`src/rtl/fetch_pkg.sv`:
```
// Shared types and constants for the instruction-fetch controller.
// Optional JAL prediction is enabled by defining FETCH_JAL_PREDICT_EN.
package fetch_pkg;

    typedef enum logic [1:0] {
        IDLE,
        RUN,
        HALT
    } fetch_state_t;

    localparam logic [6:0]  OPC_JAL     = 7'b1101111;
    localparam logic [31:0] HALT_WORD   = 32'h0000_0000;
    localparam logic [31:0] INSTR_BYTES = 32'd4;

endpackage

```
`src/rtl/fetch_ctrl_jal_predecode.sv`:
```
// Combinational JAL detector producing the sign-extended J-type immediate.
// Instantiated by fetch_ctrl only when FETCH_JAL_PREDICT_EN is defined.
module jal_predecode
    import fetch_pkg::*;
(
    input  logic [31:0] instr,
    output logic        is_jal,
    output logic [31:0] imm
);

    logic unused_rd;

    assign is_jal    = (instr[6:0] == OPC_JAL);
    assign imm       = {{12{instr[31]}}, instr[19:12], instr[20], instr[30:21], 1'b0};
    // Destination register does not affect the predicted target.
    assign unused_rd = ^instr[11:7];

endmodule

```
`src/rtl/fetch_ctrl.sv`:
```
// Fetch controller: owns the fetch PC, fills the IF/ID slot, applies EX redirects.
// Define FETCH_JAL_PREDICT_EN to follow JAL targets at fetch time.
module fetch_ctrl
    import fetch_pkg::*;
#(
    parameter logic [31:0] RESET_PC = 32'h0000_0000
) (
    input  logic        clk,
    input  logic        rst_n,
    input  logic        fetch_en,
    output logic [31:0] imem_addr,
    input  logic [31:0] imem_rdata,
    output logic        id_valid,
    input  logic        id_ready,
    output logic [31:0] id_pc,
    output logic [31:0] id_instr,
    output logic        id_pred_taken,
    input  logic        redirect_valid,
    input  logic [31:0] redirect_pc,
    output logic        halted
);

    fetch_state_t state;
    logic [31:0]  pc_q;
    logic [31:0]  pc_step;
    logic         capture;
    logic         zero_word;
    logic         unused_redirect_bits;

`ifdef FETCH_JAL_PREDICT_EN
    logic         is_jal;
    logic [31:0]  jal_imm;

    jal_predecode u_jal_predecode (
        .instr  (imem_rdata),
        .is_jal (is_jal),
        .imm    (jal_imm)
    );

    assign pc_step = is_jal ? jal_imm : INSTR_BYTES;
`else
    assign pc_step = INSTR_BYTES;
`endif

    assign imem_addr            = pc_q;
    assign zero_word            = (imem_rdata == HALT_WORD);
    assign unused_redirect_bits = ^redirect_pc[1:0];
    // A slot is filled only when decode has room and no redirect is pending.
    assign capture = (state == RUN) && fetch_en && (!id_valid || id_ready) && !redirect_valid;

    always_ff @(posedge clk or negedge rst_n) begin
        if (!rst_n) begin
            state    <= IDLE;
            pc_q     <= RESET_PC;
            id_valid <= 1'b0;
            id_pc    <= 32'h0;
            id_instr <= 32'h0;
            halted   <= 1'b0;
        end else if (redirect_valid) begin
            id_valid <= 1'b0;
            pc_q     <= {redirect_pc[31:2], 2'b00};
            halted   <= 1'b0;
            state    <= fetch_en ? RUN : IDLE;
        end else begin
            case (state)
                IDLE: if (fetch_en) state <= RUN;
                RUN: begin
                    if (capture && zero_word) state <= HALT;
                    else if (!fetch_en)       state <= IDLE;
                end
                HALT: state <= HALT;
                default: state <= IDLE;
            endcase

            if (capture) begin
                if (zero_word) begin
                    id_valid <= 1'b0;
                    halted   <= 1'b1;
                end else begin
                    id_pc    <= pc_q;
                    id_instr <= imem_rdata;
                    id_valid <= 1'b1;
                    pc_q     <= pc_q + pc_step;
                end
            end else if (id_ready) begin
                id_valid <= 1'b0;
            end
        end
    end

`ifdef FETCH_JAL_PREDICT_EN
    // Tracks whether the slot's successor PC came from a JAL prediction.
    always_ff @(posedge clk or negedge rst_n) begin
        if (!rst_n)
            id_pred_taken <= 1'b0;
        else if (capture && !zero_word)
            id_pred_taken <= is_jal;
    end
`else
    assign id_pred_taken = 1'b0;
`endif

endmodule

```
`config.mk`:
```
export PLATFORM = sky130hd
export DESIGN_NAME = fetch_ctrl
export DESIGN_NICKNAME = d
export VERILOG_FILES = /design/src/rtl/fetch_pkg.sv /design/src/rtl/fetch_ctrl_jal_predecode.sv /design/src/rtl/fetch_ctrl.sv
export SDC_FILE = /design/constraint.sdc
export NUM_CORES = 1
export LEC_CHECK = 0
export CORE_MARGIN = 10
export CORE_UTILIZATION = 40
export CTS_CLUSTER_DIAMETER = 50
export DETAILED_ROUTE_END_ITERATION = 7
export PLACE_DENSITY = 0.74
export SLEW_MARGIN = 20
export SYNTH_ARGS = -nofsm -noshare
export SYNTH_HDL_FRONTEND = slang
export SYNTH_SLANG_ARGS = --single-unit
```
`constraint.sdc`:
```
create_clock -name clk -period 2.7 [get_ports clk]
set_input_delay 0.27 -clock clk [delete_from_list [all_inputs] [get_ports clk]]
set_output_delay 0.27 -clock clk [all_outputs]
set_load 0.05 [all_outputs]
```
==> Yosys cells after proc, flatten, opt, wreduce, memory -nomap -nowiden <==
Cells that the tools add are included.
{ "word_totals": {"register_bits": 100} }
{ "classes": {"add_sub_neg": 1, "n_eq_ne": 5, "muxes": 16, "bitwise_logic": 2, "n_reduce_logical": 16} }
{ "ops": {"columns": ["cell", "n"], "rows": [
  ["32-bit 2-to-1 mux", 3],
  ["32-bit by 3-bit adder with 32-bit output (second input constant)", 1],
  ["32-bit logical NOT", 1],
  ["1-bit 2-to-1 mux", 8],
  ["2-bit 2-to-1 mux", 4],
  ["2-bit case mux with 3 select lines", 1],
  ["2-bit AND reduction", 3],
  ["1-bit logical AND", 4],
  ["4-bit by 3-bit != test with 1-bit output (second input constant)", 1],
  ["2-bit nonzero test", 2],
  ["3-bit != test (second input constant)", 1],
  ["3-bit AND reduction", 1],
  ["3-bit nonzero test", 1],
  ["2-bit by 1-bit equality test with 1-bit output (second input constant)", 1],
  ["2-bit equality test (second input constant)", 1],
  ["1-bit logical NOT", 2],
  ["2-bit logical NOT", 1],
  ["2-bit != test (second input constant)", 1],
  ["1-bit NOT", 2],
  ["1-bit logical OR", 1]
]} }

==> Longest topological paths before layout <==
Gate-level depths: netlist of the first run.
{ "depth": {"word_depth": 8, "mapped_depth": 7, "ltp_nobuf": 6} }

==> Worst setup path before layout of the first run <==
Ideal clock, no wire load.
{ "synth_path": {"kind": "flip-flop to flip-flop", "start": "reg pc_q[5], in the netlist imem_addr[5]", "end": "reg pc_q[27], in the netlist imem_addr[27]", "setup_time_ps": 82, "arrival_ps": 2565, "t_required_ps": 2618, "slack_ps": 53, "path_stages_with_launch": 7, "period_less_slack_ps": 2647, "cell_sequence": "dfrtp_1 -> nand4_1 -> or4_4 -> or4b_1 -> clkbuf_2 -> or4_1 -> a31oi_1"} }
{ "synth_via": {"elab_chain_cells": 4} }
{ "synth_rtl": {"columns": ["item", "line", "source"], "rows": [
  ["start, declared", "fetch_ctrl.sv:24", "logic [31:0] pc_q;"],
  ["start signal, assigned", "fetch_ctrl.sv:61", "pc_q <= {redirect_pc[31:2], 2'b00};"],
  ["start signal, assigned", "fetch_ctrl.sv:83", "pc_q <= pc_q + pc_step;"],
  ["32-bit by 3-bit adder with 32-bit output", "fetch_ctrl.sv:83", null],
  ["32-bit 2-to-1 mux", "fetch_ctrl.sv:76", "if (zero_word) begin"],
  ["32-bit 2-to-1 mux", "fetch_ctrl.sv:75", "if (capture) begin"],
  ["32-bit 2-to-1 mux", "fetch_ctrl.sv:59", "end else if (redirect_valid) begin"]
]} }
No other way between the ends. The select of a mux whose other input is x is not followed.
A chain may end at the register's enable or synchronous reset.

==> Worst setup path in the final report of the first run <==
{ "layout_path": {"start": "reg state[1]", "end": "reg pc_q[27], in the netlist imem_addr[27]"} }
{ "layout_via": {"elab_chain_cells": 6} }
{ "layout_rtl": {"columns": ["item", "line", "source"], "rows": [
  ["start, declared", "fetch_ctrl.sv:23", "fetch_state_t state;"],
  ["start signal, assigned", "fetch_ctrl.sv:63", "state <= fetch_en ? RUN : IDLE;"],
  ["2-bit by 1-bit equality test with 1-bit output", "fetch_ctrl.sv:49", "assign capture = (state == RUN) && fetch_en && (!id_valid || id_ready) && !redirect_valid;"],
  ["1-bit logical AND (3 in a row)", "fetch_ctrl.sv:49", null],
  ["2-bit nonzero test (no line)", null, null],
  ["2-bit AND reduction (no line)", null, null]
]} }
No other way between the ends.

==> results of run 1 <==
[repair_timing]
item | in CTS | in global routing
hold buffers | 1 | 0
endpoints found under the hold margin | 48 | 0
setup buffers | 0 | 0
[per-stage QoR]
stage                     hold slack, ns  power [mW]
final                              0.483        4.66
after global routing               0.477        4.90
after CTS                          0.459        4.73
after detailed placement           0.346        3.90
after global placement             0.339        3.86
after floorplan                  -0.0256        3.10
[layout by cell type, fill, tap and decap left out]
master	instances
or2_2	1
clkdlybuf4s50_1	159
dfrtp_1	96
mux2_2	62
clkbuf_8	10
inv_1	5
o21ai_0	4
nor2b_1	3
a221o_1	1
nor2_1	33
conb_1	5
o21a_1	1
nor3_2	1
clkbuf_1	3
buf_12	2
and4_1	1
buf_4	18
and2_1	2
nand2_1	19
or4_1	26
o31ai_1	23
a31oi_1	27
nand4_1	9
nor3_1	1
clkinv_2	1
nor4_2	1
or4b_1	1
nor4_1	10
dlygate4sd3_1	1
or4_4	1
a21oi_1	4
or3_1	4
nand3_1	15
ha_1	1
nand3b_1	1
nand2b_1	2
o311ai_0	2
o211ai_1	1
and3_1	3
[critical path: stages (launching register included)]
cell	delay, ns
dfrtp_1	0.39
nand3b_1	0.19
or4_4	0.54
or4b_1	0.62
or4_1	0.45
a31oi_1	0.20
[cells by family (layout without fill, tap and decap cells)]
family	count (synthesis)	after routing	synth area share (%)
AOI/OAI and AO/OA	63	63	9.58
other	1	5	0.0847
buffers and inverters	35	199	3.48
muxes	62	62	15.8
DFF	96	96	54.3
and+or+nand+nor	134	134	16.5
adders and majority gates	1	1	0.283
[metal layers]
metal / wire length (um) / vias to the layer above / global-route usage (%) / share of wire, %
li1: - / 1791 / - / -
met1: 5580 / 1888 / 19.9 / 42
met2: 6280 / 150 / 26.1 / 47
met3: 1480 / 4 / 8.75 / 11
met4: 48 / 0 / 3.93 / 0.36
met5: 0 / - / 0 / 0
[state kept, by name, indices dropped and copies added (netlist names)]
| signal | cells |
|---|---|
| id_pc | 30 |
| id_valid | 1 |
| state | 2 |
| id_instr | 32 |
| imem_addr | 30 |
| halted | 1 |
[report_power, final]
group	total (mW)	internal, mW	switching [mW]
logic	1.99	0.728	1.26
clock network	0.813	0.351	0.461
registers	1.86	1.69	0.171
[layout make-up]
type / count / share of cell area (%)
Sequential cell: 96 / 37.4
Multi-Input combinational cell: 265 / 29.5
Timing Repair Buffer: 180 / 27.7
Tap cell: 140 / 2.73
Clock buffer: 13 / 2.32
Inverter: 5 / 0.292
Clock inverter: 1 / 0.0779
[worst max-delay path by stage]
stage	start	end	slack, ns	cells past startpoint
after CTS	state[1]$_DFFE_PN0P_	imem_addr[27]$_DFFE_PN0P_	0.24	5
after floorplan	imem_addr[5]$_DFFE_PN0P_	imem_addr[27]$_DFFE_PN0P_	0.05	6
after global routing	imem_addr[7]$_DFFE_PN0P_	imem_addr[27]$_DFFE_PN0P_	0.15	5
after global placement	fetch_en	imem_addr[25]$_DFFE_PN0P_	-0.01	6
after detailed placement	fetch_en	imem_addr[27]$_DFFE_PN0P_	-0.06	6
final	state[1]$_DFFE_PN0P_	imem_addr[27]$_DFFE_PN0P_	0.24	5
==> results.md, run 1 <==
Status:
- The flow ran to the end, and the final reports show no timing, DRC or antenna violations.

STA:
- Setup slack on the critical path of the routed design comes to between 0.2 and 0.25 ns.
- The setup TNS is 0 ns.
- The final count of negative-setup-slack endpoints is 0.
- The final-report max-slew violation count is 0.
- Clock skew on the completed layout was measured at about 0.011 ns.
- The worst pin sits at a relative slew slack of 56.1%.
- The final hold violation count is 0.
- At the pin with the least slew margin, the transition time is approximately 0.66 ns.
- Setup repair after global routing left no endpoint under its margin.
- Dividing the final minimum period by the clock period gives 91.0%.
- The final period demand of the worst path is about 2.5 ns.
- Based on the critical path, the design can be clocked at up to between 0.4 and 0.5 GHz.

Power and ir drop:
- Across the VDD grid, the largest voltage drop is between 300 and 400 uV.
- The static power due to leakage is ~2.5 nW.
- The power density normalized to cell area is 726 nW/um^2.

Worst setup path:
- The start of the worst register-to-register path is state[1]$_DFFE_PN0P_.
- STA puts the critical path data arrival time at between 2 and 3 ns.
- In this run the worst path has a maximum fanout of 7.
- Data on the critical path is required at its endpoint by 2.97 ns.
- The element type at the critical path end is a flop.
- The worst register-to-register path has a depth of 5.
- The worst register-to-register path ends at imem_addr[27]$_DFFE_PN0P_.
- STA classifies the critical path startpoint as a flop.
- The slack of the worst reg-to-reg path is 0.24 ns.
- The start-to-end type of the worst setup path is flop to flop.

Clock tree:
- The TritonCTS clock tree is built.
- In this run the clock root is driven by a clkbuf_8.
- The clock tree synthesis step divided the H-tree into 3 levels.
- The maximum clock path buffer count is 2.
- Clock-pin slew was measured on the worst setup and hold paths at approximately 0.09 ns.
- Buffers inserted during clock tree synthesis total 9.
- The clock reaches the later pin of the worst-skew pair after approximately 0.35 ns.
- In this run, post-CTS repair resized a total of 0 instances.
- CTS saw 96 sinks.

Finish:
- The fill cell total of the finished layout is roughly 910.
- The multi-input logic area is between 1500 and 2000 um^2.
- Summing all flip-flop and latch instances after layout gives 2400 um^2.
- After routing the design area is 6420 um^2.
- The number of cells in the finished layout apart from fillers is 700.
- The antenna diode instance count is 0.
- The growth of design area from synthesis to finish is 45.1%.
- The total number of nets in the final design is around 630.
- The end-of-flow core utilization is 59.3%.
- In the final layout, the share of cells above drive strength 1 is about 17%.

Synthesis:
- Counting flops with an async set or reset pin after synthesis yields a share of 100%.
- The synthesis warning total is 0.
- The cell with the most instances after synthesis is dfrtp_1.
- The count of flip-flops with a built-in enable after synthesis is 0.
- After technology mapping, the gate count stands at 392.
- The largest area contributor in the synthesized netlist is dfrtp_1.
- Summed over its instances, the top area cell type makes up between 50 and 60% of the synthesized netlist area.
- The mean post-synth cell area is ~11 um^2.
- Summing every instance area after synthesis gives 4430 um^2.
- In the synthesized netlist, the cells that appear most often are dfrtp_1, mux2_2, nor2_1, a31oi_1, or4_1.
- The proportion of synthesized chip area in sequential cells is between 50% and 60%.
- The synthesized design contains 96 register bits.
- In the post-synthesis netlist, the biggest area contributors are dfrtp_1, mux2_2, or4_1, o31ai_1, a31oi_1.
- After synthesis, the netlist uses 34 different library cells.
- For this run, the leading register cell type out of synthesis is dfrtp_1.

Placed design:
- The number of cells in the design after placement is roughly 690.
- The last weighted congestion value of the routability-driven placer is 0.835.
- The placed wire-length estimate is about 10 mm.
- The worst setup timing slack at the placement stage is -0.0642 ns.
- The post-placement cell area is 6260 um^2.
- The total of buffers placed on input and output ports is 160.

Run:
- The tool flagged a number of max-cap violations equal to 0.

Floorplan:
- The number of primary I/O pins is approximately 170.
- The die boundary width is 125 um.
- The die covers roughly 16,000 um^2.
- Once the floorplan was initialized, standard cells occupied between 40% and 50% of the core.
- The height of the die is 125 um.
- The floorplan step defined a core boundary enclosing approximately 11,000 um^2.
- The initialized floorplan defines 38 standard-cell rows.

GRT:
- Entering global routing, the biggest net connects 58 pins.
- The remaining global-route overflow is 0.
- Global routing used roughly 17% of the available tracks across all layers.
- The wire length of the first global-routing pass is 21.7 mm.
- The number of global-route vias before repair is between 3,000 and 4,000.
- The number of antenna violations at the first check in global routing is 0.

Route:
- In the routed design, unresolved DRC markers number 0.
- The DRC marker count from the first detailed-route iteration is ~250.
- The first-pass iteration count of the detailed router is 4.
- The final layout contains routed wiring with a total length of roughly 13 mm.
- Dividing the detail-routed wire length by the instance count gives 19.1 um.
- The residual antenna-violating net count after detailed routing is 0.
- For this block, the via count after detailed routing is 3,833.
- Using the TritonRoute via totals, the vias-per-cell ratio works out to 5.48.

Hold path:
- The min-delay analysis places its worst path in the category input port to asynchronous set/reset pin.
(Power assumes the default switching activity.)
==> run 2: changes to the inputs <==
- GPL_ROUTABILITY_DRIVEN: unset -> 0
==> results of run 2 <==
Final layout, timing and power as in run 1 (identical DEF).
==> run 3: changes to the inputs <==
- CORE_MARGIN: 10 -> unset
==> run 3 against run 2 <==
Compared with the run above:
- routed wire length is 10% lower
- sequential power hardly changed
- final cell count is 0.29% lower
- clock-buffer cell count is 2 lower
- utilization is 0.63 points higher
- sequential cell count stayed put
- power is 3.3% higher
- via count is 1.4% higher
- cell area is 0.62% higher
- critical path type unchanged
- largest cell class unchanged
- largest power group unchanged
- highest routed layer unchanged
==> results.md, run 3 (synthesis results as in run 1) <==
Status:
- The run finished with clean final reports.

GRT:
- The wire length of the first global-routing pass is 18.9 mm (-13%).
- The remaining global-route overflow is 0 (unchanged).
- The global-route total usage across every layer is 21.6% (+4.9 points).
- The number of antenna violations at the first check in global routing is 0 (unchanged).
- The number of global-route vias before repair is 3,833 (-3.3%).
- The largest net degree at the start of global routing is 61 (+5.2%).

Route:
- The final routed DRC violation total is 0 (unchanged).
- The total detailed-routing wirelength was 12.0 mm (-10%).
- The residual antenna-violating net count after detailed routing is 0 (unchanged).
- The average routed wire per standard cell came to 17.2 um (-10%).
- The post-detailed-route via-to-cell ratio is 5.57 (+1.7%).
- The DRC marker count from the first detailed-route iteration was 227 (-11%).
- The routed via count is 3,887 (+1.4%).
- The first-pass iteration count of the detailed router came to 4 (unchanged).

Worst setup path:
- The element type at the critical path end is a flop.
- The start of the worst register-to-register path is state[1]$_DFFE_PN0P_.
- STA classifies the critical path startpoint as a flop.
- The largest fanout of any net on the critical path is 6 (-1).
- The data arrival time of the critical path came to 2.78 ns (+0.05 ns).
- The worst path required time is 2.99 ns (+0.02 ns).
- By startpoint and endpoint, the worst setup path is classified as flop to flop.
- The critical path starts at state[1]$_DFFE_PN0P_.

Placed design:
- The number of cells in the design after placement is 681 (-0.58%).
- The placed wire-length estimate is 8.60 mm (-16%).
- The total of buffers placed on input and output ports is 160 (unchanged).

Finish:
- The antenna diode instance count is 0 (unchanged).
- The number of cells in the finished layout apart from fillers came to 698 (-0.29%).
- The most common cell after layout, fill and taps aside is clkdlybuf4s50_1.
- Counting flops per register, the top entry is id_instr.
- The ratio of cells with drive above 1 in the final layout was 17.6% (+0.24 points).
- The total number of nets in the final design is 623 (-0.64%).
- Compared with the post-synthesis result, the final layout area differs by 46.0%.
- The top cell types in the final layout, fill and taps aside, are clkdlybuf4s50_1, dfrtp_1, mux2_2, nor2_1, a31oi_1.
- The number of flip-flops under the largest register name was 32 (unchanged).

Clock tree:
- The register clock-pin slew on the reported worst setup and hold paths is 0.09 ns (about the same).
- The maximum clock path buffer count is 2 (unchanged).
- The hold buffer count at CTS was 1 (unchanged).
- The number of clock sinks was 96 (unchanged).
- The clock latency at the later pin of the worst-skew pair is 0.37 ns (+0.02 ns).
- The post-CTS resize count is 0 (unchanged).
- The buffers inserted during post-CTS setup optimization was 0 (unchanged).
- Clock tree synthesis selected as its root buffer the cell clkbuf_8.
- The H-tree level count came to 3 (unchanged).
- TritonCTS built the clock tree.
- The number of clock buffers inserted by TritonCTS is 9 (unchanged).

Floorplan:
- The die boundary width was 107 um (-14%).
- The core box area came to 10,800 um^2 (-0.44%).
- The height of the die is 107 um (-14%).
- The number of primary I/O pins is 168 (unchanged).
- The full die area was 11,500 um^2 (-27%).
- The cell row count is 38 (unchanged).
- The starting density of the core is 41.0% (+0.18 points).

STA:
- The highest achievable clock rate is 0.402 GHz (-1.2%).
- Setup repair after global routing left no endpoint under its margin.
- The maximum clock skew at final layout was 0.0109 ns (+0.000309 ns).
- The final-report max-slew violation count is 0 (unchanged).
- The transition time at the pin with the least slew margin was 0.659 ns (+0.000360 ns).
- The setup TNS is 0 ns (unchanged).
- The final hold violation count is 0 (unchanged).
- The post-route worst hold slack is 0.446 ns (-0.0372 ns).
- The portion of the clock cycle consumed by the worst path in the final layout was 92.1% (+1.1 points).
- The final period demand of the worst path was 2.49 ns (+0.0295 ns).
- The final count of negative-setup-slack endpoints is 0 (unchanged).
- The normalized max-slew margin was 55.9% (-0.17 points).

Power and ir drop:
- The power density normalized to cell area is 745 nW/um^2 (+2.7%).
- The static power due to leakage is 2.47 nW (+0.64%).
- The largest voltage drop on the vdd net was 462 uV (+28%).

Hold path:
- The type of the worst min-delay path is input port to asynchronous set/reset pin.

Run:
- The total of max-cap violations is 0 (unchanged).
==> run 3: path summary, 6_finish.rpt <==
path	to	slack, ns	cells after the start
min reg2reg	id_pc[12]$_DFFE_PN0P_	0.51	1
max	imem_addr[25]$_DFFE_PN0P_	0.21	5
max in group asynchronous	id_pc[21]$_DFFE_PN0P_	1.55	3
max reg2reg	imem_addr[25]$_DFFE_PN0P_	0.21	5
min in group clk	imem_addr[9]$_DFFE_PN0P_	0.45	3
min	id_instr[0]$_DFFE_PN0P_	0.45	2
==> run 3: final cells by class <==
class,instances,area [um^2]
fillers,910,4330
flip-flops and latches,96,2400
multi-input cells,265,1900
repair buffers,176,1760
well taps,140,175
clock buffers,11,151
clock inverters,5,53.8
inverters,5,18.8
==> run 3: power by group <==
group / switching (mW) / internal [mW]
clock network: 0.507 / 0.478
logic: 1.24 / 0.727
registers: 0.176 / 1.69
total: 1.92 / 2.89
==> run 3: per-stage QoR <==
| stage | setup WS [ns] | util [%] | instance area, um^2 | power [mW] |
|---|---|---|---|---|
| after floorplan | 0.0533 | - | 4440 | 3.10 |
| after global placement | -0.0898 | 57.8 | 6240 | 3.83 |
| after detailed placement | -0.185 | 57.8 | 6240 | 3.87 |
| after CTS | 0.0967 | 59.8 | 6460 | 4.86 |
| after global routing | 0.0881 | 59.9 | 6460 | 5.02 |
| final | 0.213 | 59.9 | 6460 | 4.82 |
==> run 3: per-layer routing <==
layer | part of all wire [%] | up-vias | GRT usage, %
li1 | - | 1798 | -
met1 | 41 | 1925 | 26.1
met2 | 48 | 151 | 35.5
met3 | 9.2 | 13 | 7.23
met4 | 1.2 | 0 | 8.51
met5 | 0 | - | 0
==> run 3: worst max-delay path, cell delays in order (launching register included) <==
cell and delay, ns:
dfrtp_1 0.40, nand3b_1 0.21, or4_4 0.57, or4b_1 0.62
or4_1 0.43, a31oi_1 0.17
